**config.mk**
```make
export PLATFORM = sky130hd
export DESIGN_NAME = uart_frame_fifo_bridge_flat
export DESIGN_NICKNAME = d
export VERILOG_FILES = /design/src/rtl/uart_frame_fifo_bridge_pkg.sv /design/src/rtl/uart_frame_fifo_bridge_if.sv /design/src/rtl/uart_frame_fifo_bridge_crc_engine.sv /design/src/rtl/uart_frame_fifo_bridge.sv /design/src/flat_wrapper.sv
export SDC_FILE = /design/constraint.sdc
export NUM_CORES = 1
export LEC_CHECK = 0
export BUFFER_PORTS_ARGS = -buffer_cell sky130_fd_sc_hd__buf_2
export CELL_PAD_IN_SITES_DETAIL_PLACEMENT = 1
export CELL_PAD_IN_SITES_GLOBAL_PLACEMENT = 2
export CORE_UTILIZATION = 37
export DETAILED_ROUTE_END_ITERATION = 10
export PLACE_DENSITY = 0.77
export SLEW_MARGIN = 20
export SYNTH_ARGS = -nofsm -noshare
export SYNTH_HDL_FRONTEND = slang
export SYNTH_HIERARCHICAL = 1
export SYNTH_SLANG_ARGS = --single-unit
export TNS_END_PERCENT = 100
```
**constraint.sdc**
```tcl
create_clock -name clk -period 2.2 [get_ports clk]
set_clock_uncertainty 0.15 [all_clocks]
set_input_delay 0.11 -clock clk [delete_from_list [all_inputs] [get_ports clk]]
set_output_delay 0.11 -clock clk [all_outputs]
set_load 0.01 [all_outputs]
```
**src/rtl/uart_frame_fifo_bridge_pkg.sv**
```systemverilog
// Shared types and defaults for the UART frame-to-FIFO bridge.
// Optional build macro: CRC_PARALLEL_EN (single-cycle CRC update).
package uart_frame_fifo_bridge_pkg;

    localparam logic [7:0] DEF_CRC_POLY = 8'h07;
    localparam logic [7:0] DEF_CRC_INIT = 8'h00;
    localparam int         ERR_CNT_W    = 8;
    localparam int         RX_ERR_W     = 4;

    typedef enum logic [2:0] {
        ST_IDLE,
        ST_ACK,
        ST_WRITE,
        ST_CRC,
        ST_CHECK
    } state_t;

endpackage

```
**src/rtl/uart_frame_fifo_bridge_if.sv**
```systemverilog
// Receiver handshake and FIFO write bus of the frame bridge.
// Optional build macro: CRC_PARALLEL_EN (no effect on this file).
interface uart_frame_fifo_bridge_if
    import uart_frame_fifo_bridge_pkg::*;
#(
    parameter int DATA_W = 8
);

    logic [DATA_W-1:0]   rx_data;
    logic                rx_valid;
    logic [RX_ERR_W-1:0] rx_err;
    logic                rx_ack;
    logic                fifo_busy;
    logic [DATA_W-1:0]   fifo_data_out;
    logic                fifo_we;

    modport master (
        output rx_data,
        output rx_valid,
        output rx_err,
        output fifo_busy,
        input  rx_ack,
        input  fifo_data_out,
        input  fifo_we
    );

    modport slave (
        input  rx_data,
        input  rx_valid,
        input  rx_err,
        input  fifo_busy,
        output rx_ack,
        output fifo_data_out,
        output fifo_we
    );

endinterface

```
**src/rtl/uart_frame_fifo_bridge_crc_engine.sv**
```systemverilog
// CRC register with init/load/step controls, MSB-first.
// Optional build macro: CRC_PARALLEL_EN (all bit-steps in one cycle).
module uart_frame_fifo_bridge_crc_engine #(
    parameter int               DATA_W   = 8,
    parameter int               CRC_W    = 8,
    parameter logic [CRC_W-1:0] CRC_POLY = 8'h07,
    parameter logic [CRC_W-1:0] CRC_INIT = 8'h00
) (
    input  logic              clk_i,
    input  logic              rst_ni,
    input  logic              init_i,
    input  logic              load_i,
    input  logic              step_i,
    input  logic [DATA_W-1:0] data_i,
    output logic [CRC_W-1:0]  crc_o,
    output logic              last_o
);

    logic [CRC_W-1:0]  crc_q, crc_d;
    logic [DATA_W-1:0] sh_q, sh_d;

    function automatic logic [CRC_W-1:0] crc_bit(
        input logic [CRC_W-1:0] c,
        input logic             b
    );
        logic fb;
        fb = c[CRC_W-1] ^ b;
        return (c << 1) ^ (fb ? CRC_POLY : '0);
    endfunction

`ifdef CRC_PARALLEL_EN

    function automatic logic [CRC_W-1:0] crc_word(
        input logic [CRC_W-1:0]  c,
        input logic [DATA_W-1:0] d
    );
        logic [CRC_W-1:0] r;
        r = c;
        for (int i = DATA_W - 1; i >= 0; i--) begin
            r = crc_bit(r, d[i]);
        end
        return r;
    endfunction

    // Next CRC: whole word folded in a single step cycle
    always_comb begin
        crc_d = crc_q;
        sh_d  = sh_q;
        if (init_i) begin
            crc_d = CRC_INIT;
        end else if (step_i) begin
            crc_d = crc_word(crc_q, sh_q);
        end
        if (load_i) begin
            sh_d = data_i;
        end
    end

    assign last_o = 1'b1;

    // CRC and word holding registers
    always_ff @(posedge clk_i or negedge rst_ni) begin
        if (!rst_ni) begin
            crc_q <= CRC_INIT;
            sh_q  <= '0;
        end else begin
            crc_q <= crc_d;
            sh_q  <= sh_d;
        end
    end

`else

    localparam int CNT_W = $clog2(DATA_W + 1);

    logic [CNT_W-1:0] cnt_q, cnt_d;

    // Next CRC: one data bit per step, shifting the word out MSB first
    always_comb begin
        crc_d = crc_q;
        sh_d  = sh_q;
        cnt_d = cnt_q;
        if (init_i) begin
            crc_d = CRC_INIT;
        end else if (step_i && cnt_q != '0) begin
            crc_d = crc_bit(crc_q, sh_q[DATA_W-1]);
            sh_d  = sh_q << 1;
            cnt_d = cnt_q - CNT_W'(1);
        end
        if (load_i) begin
            sh_d  = data_i;
            cnt_d = CNT_W'(DATA_W);
        end
    end

    assign last_o = (cnt_q == CNT_W'(1));

    // CRC, shift and bit-count registers
    always_ff @(posedge clk_i or negedge rst_ni) begin
        if (!rst_ni) begin
            crc_q <= CRC_INIT;
            sh_q  <= '0;
            cnt_q <= '0;
        end else begin
            crc_q <= crc_d;
            sh_q  <= sh_d;
            cnt_q <= cnt_d;
        end
    end

`endif

    assign crc_o = crc_q;

endmodule

```
**src/rtl/uart_frame_fifo_bridge.sv**
```systemverilog
// UART word to FIFO bridge with framed CRC check and bad-frame count.
// Optional build macro: CRC_PARALLEL_EN (passed to the CRC engine).
module uart_frame_fifo_bridge
    import uart_frame_fifo_bridge_pkg::*;
#(
    parameter int               DATA_W    = 8,
    parameter int               CRC_W     = 8,
    parameter logic [CRC_W-1:0] CRC_POLY  = CRC_W'(DEF_CRC_POLY),
    parameter logic [CRC_W-1:0] CRC_INIT  = CRC_W'(DEF_CRC_INIT),
    parameter int               FRAME_LEN = 16
) (
    input  logic                     clk,
    input  logic                     reset,
    input  logic                     enable,
    uart_frame_fifo_bridge_if.slave  bus,
    output logic [CRC_W-1:0]         crc,
    output logic                     frame_done,
    output logic                     frame_ok,
    output logic [ERR_CNT_W-1:0]     err_cnt
);

    localparam int IDX_W = $clog2(FRAME_LEN + 1);

    state_t               state_q;
    logic                 ack_q;
    logic                 we_q;
    logic                 done_q;
    logic                 ok_q;
    logic                 bad_q;
    logic [DATA_W-1:0]    word_q;
    logic [DATA_W-1:0]    dout_q;
    logic [RX_ERR_W-1:0]  err_q;
    logic [IDX_W-1:0]     idx_q;
    logic [ERR_CNT_W-1:0] err_cnt_q;

    logic                 crc_init;
    logic                 crc_load;
    logic                 crc_step;
    logic                 crc_last;
    logic [CRC_W-1:0]     crc_val;
    logic                 last_word;
    logic                 frame_pass;

    // CRC engine controls follow the FSM state, gated by enable
    always_comb begin
        crc_init = enable && (state_q == ST_CHECK);
        crc_load = enable && (state_q == ST_WRITE) && !bus.fifo_busy;
        crc_step = enable && (state_q == ST_CRC);
    end

    uart_frame_fifo_bridge_crc_engine #(
        .DATA_W   (DATA_W),
        .CRC_W    (CRC_W),
        .CRC_POLY (CRC_POLY),
        .CRC_INIT (CRC_INIT)
    ) u_crc (
        .clk_i  (clk),
        .rst_ni (reset),
        .init_i (crc_init),
        .load_i (crc_load),
        .step_i (crc_step),
        .data_i (word_q),
        .crc_o  (crc_val),
        .last_o (crc_last)
    );

    assign last_word  = (idx_q == IDX_W'(FRAME_LEN));
    assign frame_pass = !bad_q
                     && (crc_val == word_q[CRC_W-1:0])
                     && (err_q == '0);

    // Main FSM: accept, ack, write, CRC, and end-of-frame check
    always_ff @(posedge clk or negedge reset) begin
        if (!reset) begin
            state_q   <= ST_IDLE;
            ack_q     <= 1'b0;
            we_q      <= 1'b0;
            done_q    <= 1'b0;
            ok_q      <= 1'b0;
            bad_q     <= 1'b0;
            word_q    <= '0;
            dout_q    <= '0;
            err_q     <= '0;
            idx_q     <= '0;
            err_cnt_q <= '0;
        end else if (enable) begin
            we_q   <= 1'b0;
            done_q <= 1'b0;
            unique case (state_q)
                ST_IDLE: begin
                    if (bus.rx_valid) begin
                        word_q  <= bus.rx_data;
                        err_q   <= bus.rx_err;
                        ack_q   <= 1'b1;
                        state_q <= ST_ACK;
                    end
                end
                ST_ACK: begin
                    if (!bus.rx_valid) begin
                        ack_q <= 1'b0;
                        if (last_word) begin
                            state_q <= ST_CHECK;
                        end else if (err_q != '0) begin
                            bad_q   <= 1'b1;
                            idx_q   <= idx_q + IDX_W'(1);
                            state_q <= ST_IDLE;
                        end else begin
                            state_q <= ST_WRITE;
                        end
                    end
                end
                ST_WRITE: begin
                    if (!bus.fifo_busy) begin
                        dout_q  <= word_q;
                        we_q    <= 1'b1;
                        idx_q   <= idx_q + IDX_W'(1);
                        state_q <= ST_CRC;
                    end
                end
                ST_CRC: begin
                    if (crc_last) begin
                        state_q <= ST_IDLE;
                    end
                end
                ST_CHECK: begin
                    ok_q   <= frame_pass;
                    done_q <= 1'b1;
                    if (!frame_pass && err_cnt_q != '1) begin
                        err_cnt_q <= err_cnt_q + ERR_CNT_W'(1);
                    end
                    idx_q   <= '0;
                    bad_q   <= 1'b0;
                    state_q <= ST_IDLE;
                end
                default: state_q <= ST_IDLE;
            endcase
        end
    end

    // A held pulse stays masked while frozen and shows again on resume
    assign bus.fifo_we       = we_q & enable;
    assign frame_done        = done_q & enable;
    assign bus.rx_ack        = ack_q;
    assign bus.fifo_data_out = dout_q;
    assign frame_ok          = ok_q;
    assign err_cnt           = err_cnt_q;
    assign crc               = crc_val;

endmodule

```
**src/flat_wrapper.sv**
```systemverilog
// flat-port wrapper written by rule: the top's interface ports become plain ports
module uart_frame_fifo_bridge_flat import uart_frame_fifo_bridge_pkg::*;
#(
    parameter int               DATA_W    = 8,
    parameter int               CRC_W     = 8,
    parameter logic [CRC_W-1:0] CRC_POLY  = CRC_W'(DEF_CRC_POLY),
    parameter logic [CRC_W-1:0] CRC_INIT  = CRC_W'(DEF_CRC_INIT),
    parameter int               FRAME_LEN = 16
)
  (clk, reset, enable, crc, frame_done, frame_ok, err_cnt, bus_rx_data, bus_rx_valid, bus_rx_err, bus_fifo_busy, bus_rx_ack, bus_fifo_data_out, bus_fifo_we);
  uart_frame_fifo_bridge_if #(.DATA_W(DATA_W)) bus_i ();
  input  logic clk;
  input  logic reset;
  input  logic enable;
  output logic [CRC_W-1:0] crc;
  output logic frame_done;
  output logic frame_ok;
  output logic [ERR_CNT_W-1:0] err_cnt;
  input wire logic [$bits(bus_i.rx_data)-1:0] bus_rx_data;
  input wire logic [$bits(bus_i.rx_valid)-1:0] bus_rx_valid;
  input wire logic [$bits(bus_i.rx_err)-1:0] bus_rx_err;
  input wire logic [$bits(bus_i.fifo_busy)-1:0] bus_fifo_busy;
  output wire logic [$bits(bus_i.rx_ack)-1:0] bus_rx_ack;
  output wire logic [$bits(bus_i.fifo_data_out)-1:0] bus_fifo_data_out;
  output wire logic [$bits(bus_i.fifo_we)-1:0] bus_fifo_we;
  assign bus_i.rx_data = bus_rx_data;
  assign bus_i.rx_valid = bus_rx_valid;
  assign bus_i.rx_err = bus_rx_err;
  assign bus_i.fifo_busy = bus_fifo_busy;
  assign bus_rx_ack = bus_i.rx_ack;
  assign bus_fifo_data_out = bus_i.fifo_data_out;
  assign bus_fifo_we = bus_i.fifo_we;
  uart_frame_fifo_bridge #(.DATA_W(DATA_W), .CRC_W(CRC_W), .CRC_POLY(CRC_POLY), .CRC_INIT(CRC_INIT), .FRAME_LEN(FRAME_LEN)) u_core (.clk(clk), .reset(reset), .enable(enable), .bus(bus_i), .crc(crc), .frame_done(frame_done), .frame_ok(frame_ok), .err_cnt(err_cnt));
endmodule
```
==> results.md, run 1 <==
* Hold Path Class: in -> reg
* Largest net degree at the start of global routing at 42
* Hold Path Depth at 4
* Postcts setup bufs at 0
* Critical path endpoint: u_core/idx_q[0]
* Fin. max-slew vios at 0
* Largest family of logic cells by synthesized area: simple AND/OR/NAND/NOR gates
* Ys flop type: dfrtp_1
* Max_cap viols at 0
* CTS clk-pin slew, worst paths at 0.08 ns
* Tightest Pin Transition at 0.5137 ns
* DRT Pass-1 Iters at 4
* Final setup fails at 0
* Arr. time, crit path at 2.17 ns
* Fraction of registers with async set/reset at 1.000
* FILL cells at 862
* Starting density of the core at 0.3839
* # clock sinks at 61
* Pwr/cell area at 1194 nW/um2
* Buffers on Ports at 44
* Part of the Yosys area used for sequential elements at 0.5146
* Final ANT Viol Nets at 0
* Die X-Extent at 91.54 um
* Tot Pwr at 4502 uW
* Area of the multi-input gates at 1350 um2
* Post-synth top area cell: dfrtp_1
* Layout cells sized above 1 at 0.3164
* CTS Root Cell: clkbuf_8
* Clk Latency, worst-skew pair at 0.34 ns
* Reg-to-reg startpoint: u_core/err_q[1]
* Routed wire length at 7609 um
* Die Span Y at 91.54 um
* CP Launch Type: flop
* Commonest cells after routing, fill and taps aside: dfrtp_1, buf_2, o21ai_0
* Area contributors post-synth: dfrtp_1, mux2_2, o21ai_0
* CP startpoint: u_core/err_q[1]
* Post-Synth Adder-Cell Area at 0.02531
* XOR/XNOR share of the synthesized area at 0.04429
* Mux share of post-synthesis cell area at 0.09194
* RePlAce Congestion at 0.7717
* DR vias at 2393
* DR WL/cell at 16.69 um
* Syn_area_per_cell at 10.95 um2
* CTS Buf Count at 9
* Final critical-path share of the clock period at 0.9494
* Synth Instances at 271
* Rel. slew slack at 0.6575
* Critical path class: reg -> reg
* Clock H-tree levels at 3
* Syn Std Cell Area at 2967 um2
* Synth cell types at 47
* Post-route cell area at 3770 um2
* Post-DP Area at 3427 um2
* Detailed Place HPWL at 5280 um
* First-pass GRT wire length at 12780 um
* VDD IR max at 0.5832 mV
* FF-to-FF setup slack at 0.11 ns
* Setup TNS at 0 ns
* Placed Instances at 426
* Fin cells at 456
* Status: completed
* Final hold vios at 0
* Post-layout min period at 2.089 ns
* RSZ-0062 raised after global routing: no
* # nets final at 372
* Initial antenna violation count at 0
* Io pins at 45
* Core area at 7727 um2
* Antenna Cells at 0
* R2R cell count at 4
* Worst hold margin at 0.05168 ns
* Post-Synth Simple-Gate Area at 0.1489
* GRT overflow at 0
* Post-synth EDFFs at 0
* Vias per cell at 5.248
* Maximum root-to-sink buffer count at 2
* Ys Warns at 6
* Synth-to-layout area growth at 27.08%
* Top-area cell type share of the netlist area at 0.5146
* CP Data Required Time at 2.28 ns
* # DRC at 0
* LEAKAGE at 0.001737 uW
* Synth Area in Compound Gates at 0.1404
* Fmax at 478.8 MHz
* CP Capture Type: flop
* RR Endpoint: u_core/idx_q[0]
* # rows at 32
* Most common cell after layout, fill and taps aside: dfrtp_1
* Yosys reg bits at 61
* Largest fanout on the critical path at 3
* Synth Net Count at 294
* Die area at 8380 um2
* CTS tree: done
* Register area at 1526 um2
* Vias in the first global route at 2503
* Tot GR Track Use at 0.1983
* First DRT Iteration DRCs at 101
==> state kept, by name, summed over array words and instances (netlist names) <==
signal / flops
u_core/word_q: 8
u_core/bad_q: 1
u_core/idx_q: 5
u_core/u_crc/cnt_q: 4
u_core/bus.fifo_data_out: 8
u_core/err_cnt: 8
u_core/u_crc/crc_o: 8
u_core/err_q: 4
u_core/state_q: 3
u_core/frame_ok: 1
u_core/u_crc/sh_q: 8
u_core/we_q: 1
u_core/done_q: 1
u_core/bus.rx_ack: 1
==> critical path: stages, from the launching register on <==
cell and delay (ns):
dfrtp_1 0.42, or4_1 0.61, and4_1 0.21, o21bai_1 0.23, mux2_2 0.36
==> cell usage after synthesis, types with 2 or more instances <==
cell	n
a31oi_1	9
dfrtp_1	61
and4_1	4
buf_2	3
nand3_1	5
inv_1	11
a22o_1	8
nand2_1	13
nor2b_1	8
and3_1	2
nor2_1	9
nor3_1	2
o21ai_0	24
o21a_1	3
nand4_1	6
a21oi_1	15
or4_1	4
xor2_1	5
clkbuf_1	6
xnor2_1	10
ha_1	6
nor3b_1	3
or3_1	4
and2_1	2
nand2b_1	5
mux2_2	22
==> layout make-up <==
class	count	area share
multi-input cells	186	0.3581
repair buffers	79	0.1407
flip-flops and latches	61	0.4049
inverters	12	0.01294
well taps	102	0.03385
clock buffers	10	0.03651
clock inverters	6	0.01294
==> worst min path at each step <==
stage	from	to
3_5_place_dp	reset	u_core/we_q
3_3_place_gp	reset	u_core/we_q
5_1_grt	bus_rx_valid	u_core/state_q[2]
2_1_floorplan	reset	u_core/bad_q
6_report	bus_rx_valid	u_core/state_q[2]
4_1_cts	bus_rx_valid	u_core/state_q[2]
==> report_power, final <==
part	leakage [uW]	total [uW]	internal, uW	switching (uW)
sequential	0.000770	1940	1540	398
combinational	0.000883	1630	834	793
clock	0.0000847	936	444	491
total	0.00174	4500	2820	1680
==> routing by layer <==
metal | up-vias | wire, um | global-route usage
met4 | 0 | 137 | 0.08069
met5 | - | 0 | 0
li1 | 1131 | - | -
met1 | 1200 | 3549 | 0.2569
met2 | 52 | 3654 | 0.3302
met3 | 10 | 268 | 0.03015
==> logic make-up after synthesis <==
kind of cell	after synthesis
fa+ha+maj	6
compound gates	67
flops	61
simple gates	74
xor+xnor	15
buf+inv	24
mux	24
==> through the flow <==
step                utilization  setup slack [ns]
finish                   0.4879            0.1113
global route             0.4879          0.007495
CTS                      0.4858           0.08026
detailed placement       0.4435            0.1143
global placement         0.4435            0.1546
floorplan                     -            0.2019
==> repair_timing <==
action                                  4_1_cts  5_1_grt
endpoints found under the hold margin        34        0
gates resized for setup                       0        3
hold buffers                                 14        0
endpoints found under the setup margin        0        5
No activity file was read; power rests on OpenSTA's default activity.
==> run 2: changes to the inputs <==
Settings changed: SETUP_SLACK_MARGIN from default to 0.15.
==> run 2 against run 1 <==
Against the previous run:
- flip-flop and latch count unchanged
- die area unchanged
- largest power group unchanged
- via count increased by 0.29%
- critical path depth increased by 1
==> results.md, run 2 (synthesis gave the netlist of run 1 again) <==
* Status: completed
* Starting density of the core at 0.3839
* Fin util at 0.4938
* FILL cells at 858
* Final ANT Viol Nets at 0
* DR vias at 2400
* RR Endpoint: u_core/err_cnt[1]
* CTS Buf Count at 9
* Final critical-path share of the clock period at 0.9196
* Die X-Extent at 91.54 um
* Largest fanout on the critical path at 3
* Rel. slew slack at 0.6579
* Largest net degree at the start of global routing at 42
* Most common cell after layout, fill and taps aside: dfrtp_1
* CP startpoint: u_core/err_q[1]
* # clock sinks at 61
* Io pins at 45
* Detailed Place HPWL at 5280 um
* Antenna Cells at 0
* Final hold vios at 0
* Critical path endpoint: u_core/err_cnt[1]
* Die area at 8380 um2
* Layout cells sized above 1 at 0.3399
* CP Launch Type: flop
* Buffers on Ports at 44
* Post-layout min period at 2.023 ns
* # rows at 32
* Worst hold margin at 0.03643 ns
* Routed wire length at 7707 um
* # DRC at 0
* Reg-to-reg startpoint: u_core/err_q[1]
* Final setup fails at 0
* Vias in the first global route at 2494
* Arr. time, crit path at 2.10 ns
* CTS clk-pin slew, worst paths at 0.08 ns
* Die Span Y at 91.54 um
* CTS tree: done
* Core area at 7727 um2
* Maximum root-to-sink buffer count at 2
* CP Capture Type: flop
* LEAKAGE at 0.001751 uW
* # nets final at 374
* Clock H-tree levels at 3
* CP Data Required Time at 2.28 ns
* Max_cap viols at 0
* Fmax at 494.3 MHz
* Area of the multi-input gates at 1378 um2
* Clk Latency, worst-skew pair at 0.34 ns
* GRT overflow at 0
* Register area at 1528 um2
* Vias per cell at 5.240
* Tightest Pin Transition at 0.5132 ns
* Tot Pwr at 4544 uW
* Synth-to-layout area growth at 28.64%
* CTS Root Cell: clkbuf_8
* First-pass GRT wire length at 12850 um
* DR WL/cell at 16.83 um
* DRT Pass-1 Iters at 6
* FF-to-FF setup slack at 0.18 ns
* Tot GR Track Use at 0.1996
* Hold Path Class: in -> reg
* RSZ-0062 raised after global routing: yes
* First DRT Iteration DRCs at 77
* Hold Startpoint: bus_rx_valid
* Fin. max-slew vios at 0
* Pwr/cell area at 1191 nW/um2
* Commonest cells after routing, fill and taps aside: dfrtp_1, buf_2, o21ai_0
* VDD IR max at 0.6004 mV
* Critical path class: reg -> reg
* R2R cell count at 5
* Setup TNS at 0 ns
* RePlAce Congestion at 0.7717
* Initial antenna violation count at 0
## run 2: layout make-up
type	instances	share of cell area
multi-input combinational	186	0.3610
clock buffer	10	0.03607
sequential	61	0.4003
inverter	12	0.01279
tap	102	0.03344
timing repair buffer	81	0.1436
clock inverter	6	0.01279
## run 2: layer usage
| metal | part of all wire | vias up | GRT usage |
|---|---|---|---|
| li1 | - | 1140 | - |
| met4 | 0.018 | 0 | 0.08069 |
| met5 | 0 | - | 0 |
| met3 | 0.030 | 11 | 0.03015 |
| met2 | 0.49 | 45 | 0.3333 |
| met1 | 0.47 | 1204 | 0.2584 |
## run 2: power breakdown
| group | internal, uW | total, uW | switching [uW] |
|---|---|---|---|
| Clock | 444 | 936 | 492 |
| Combinational | 849 | 1660 | 814 |
| Sequential | 1540 | 1940 | 403 |
## run 2: critical path: stages, from the launching register on
cell     delay [ns]
dfrtp_1        0.42
nor4_4         0.29
nand4_1        0.13
or4_4          0.45
and2_4         0.18
mux2_4         0.29
## run 2: how the worst min path moves through the flow
stage,to,slack [ns],cells past startpoint
2_1_floorplan,u_core/bad_q,-0.34,0
3_3_place_gp,u_core/we_q,-0.05,1
3_5_place_dp,u_core/we_q,-0.03,1
4_1_cts,u_core/state_q[2],0.03,4
5_1_grt,u_core/state_q[2],0.07,4
6_report,u_core/state_q[2],0.04,4
## run 2: per-stage QoR
| stage | cells | setup slack, ns | area (um2) |
|---|---|---|---|
| 6_report | 458 | 0.1768 | 3816 |
| 5_1_grt | 458 | 0.07737 | 3816 |
| 4_1_cts | 457 | 0.1268 | 3775 |
| 3_5_place_dp | 426 | 0.1143 | 3427 |
| 3_3_place_gp | 426 | 0.1546 | 3427 |
| 2_1_floorplan | 271 | 0.2019 | 2967 |
## run 2: timing repair
item / 4_1_cts / 5_1_grt
cloned: 0 / 0
setup endpoints to repair: 6 / 27
endpoints found under the hold margin: 34 / 0
hold buffers: 14 / 0
pin swaps: 1 / 2
buffers inserted: 1 / 1
gates resized for setup: 3 / 10
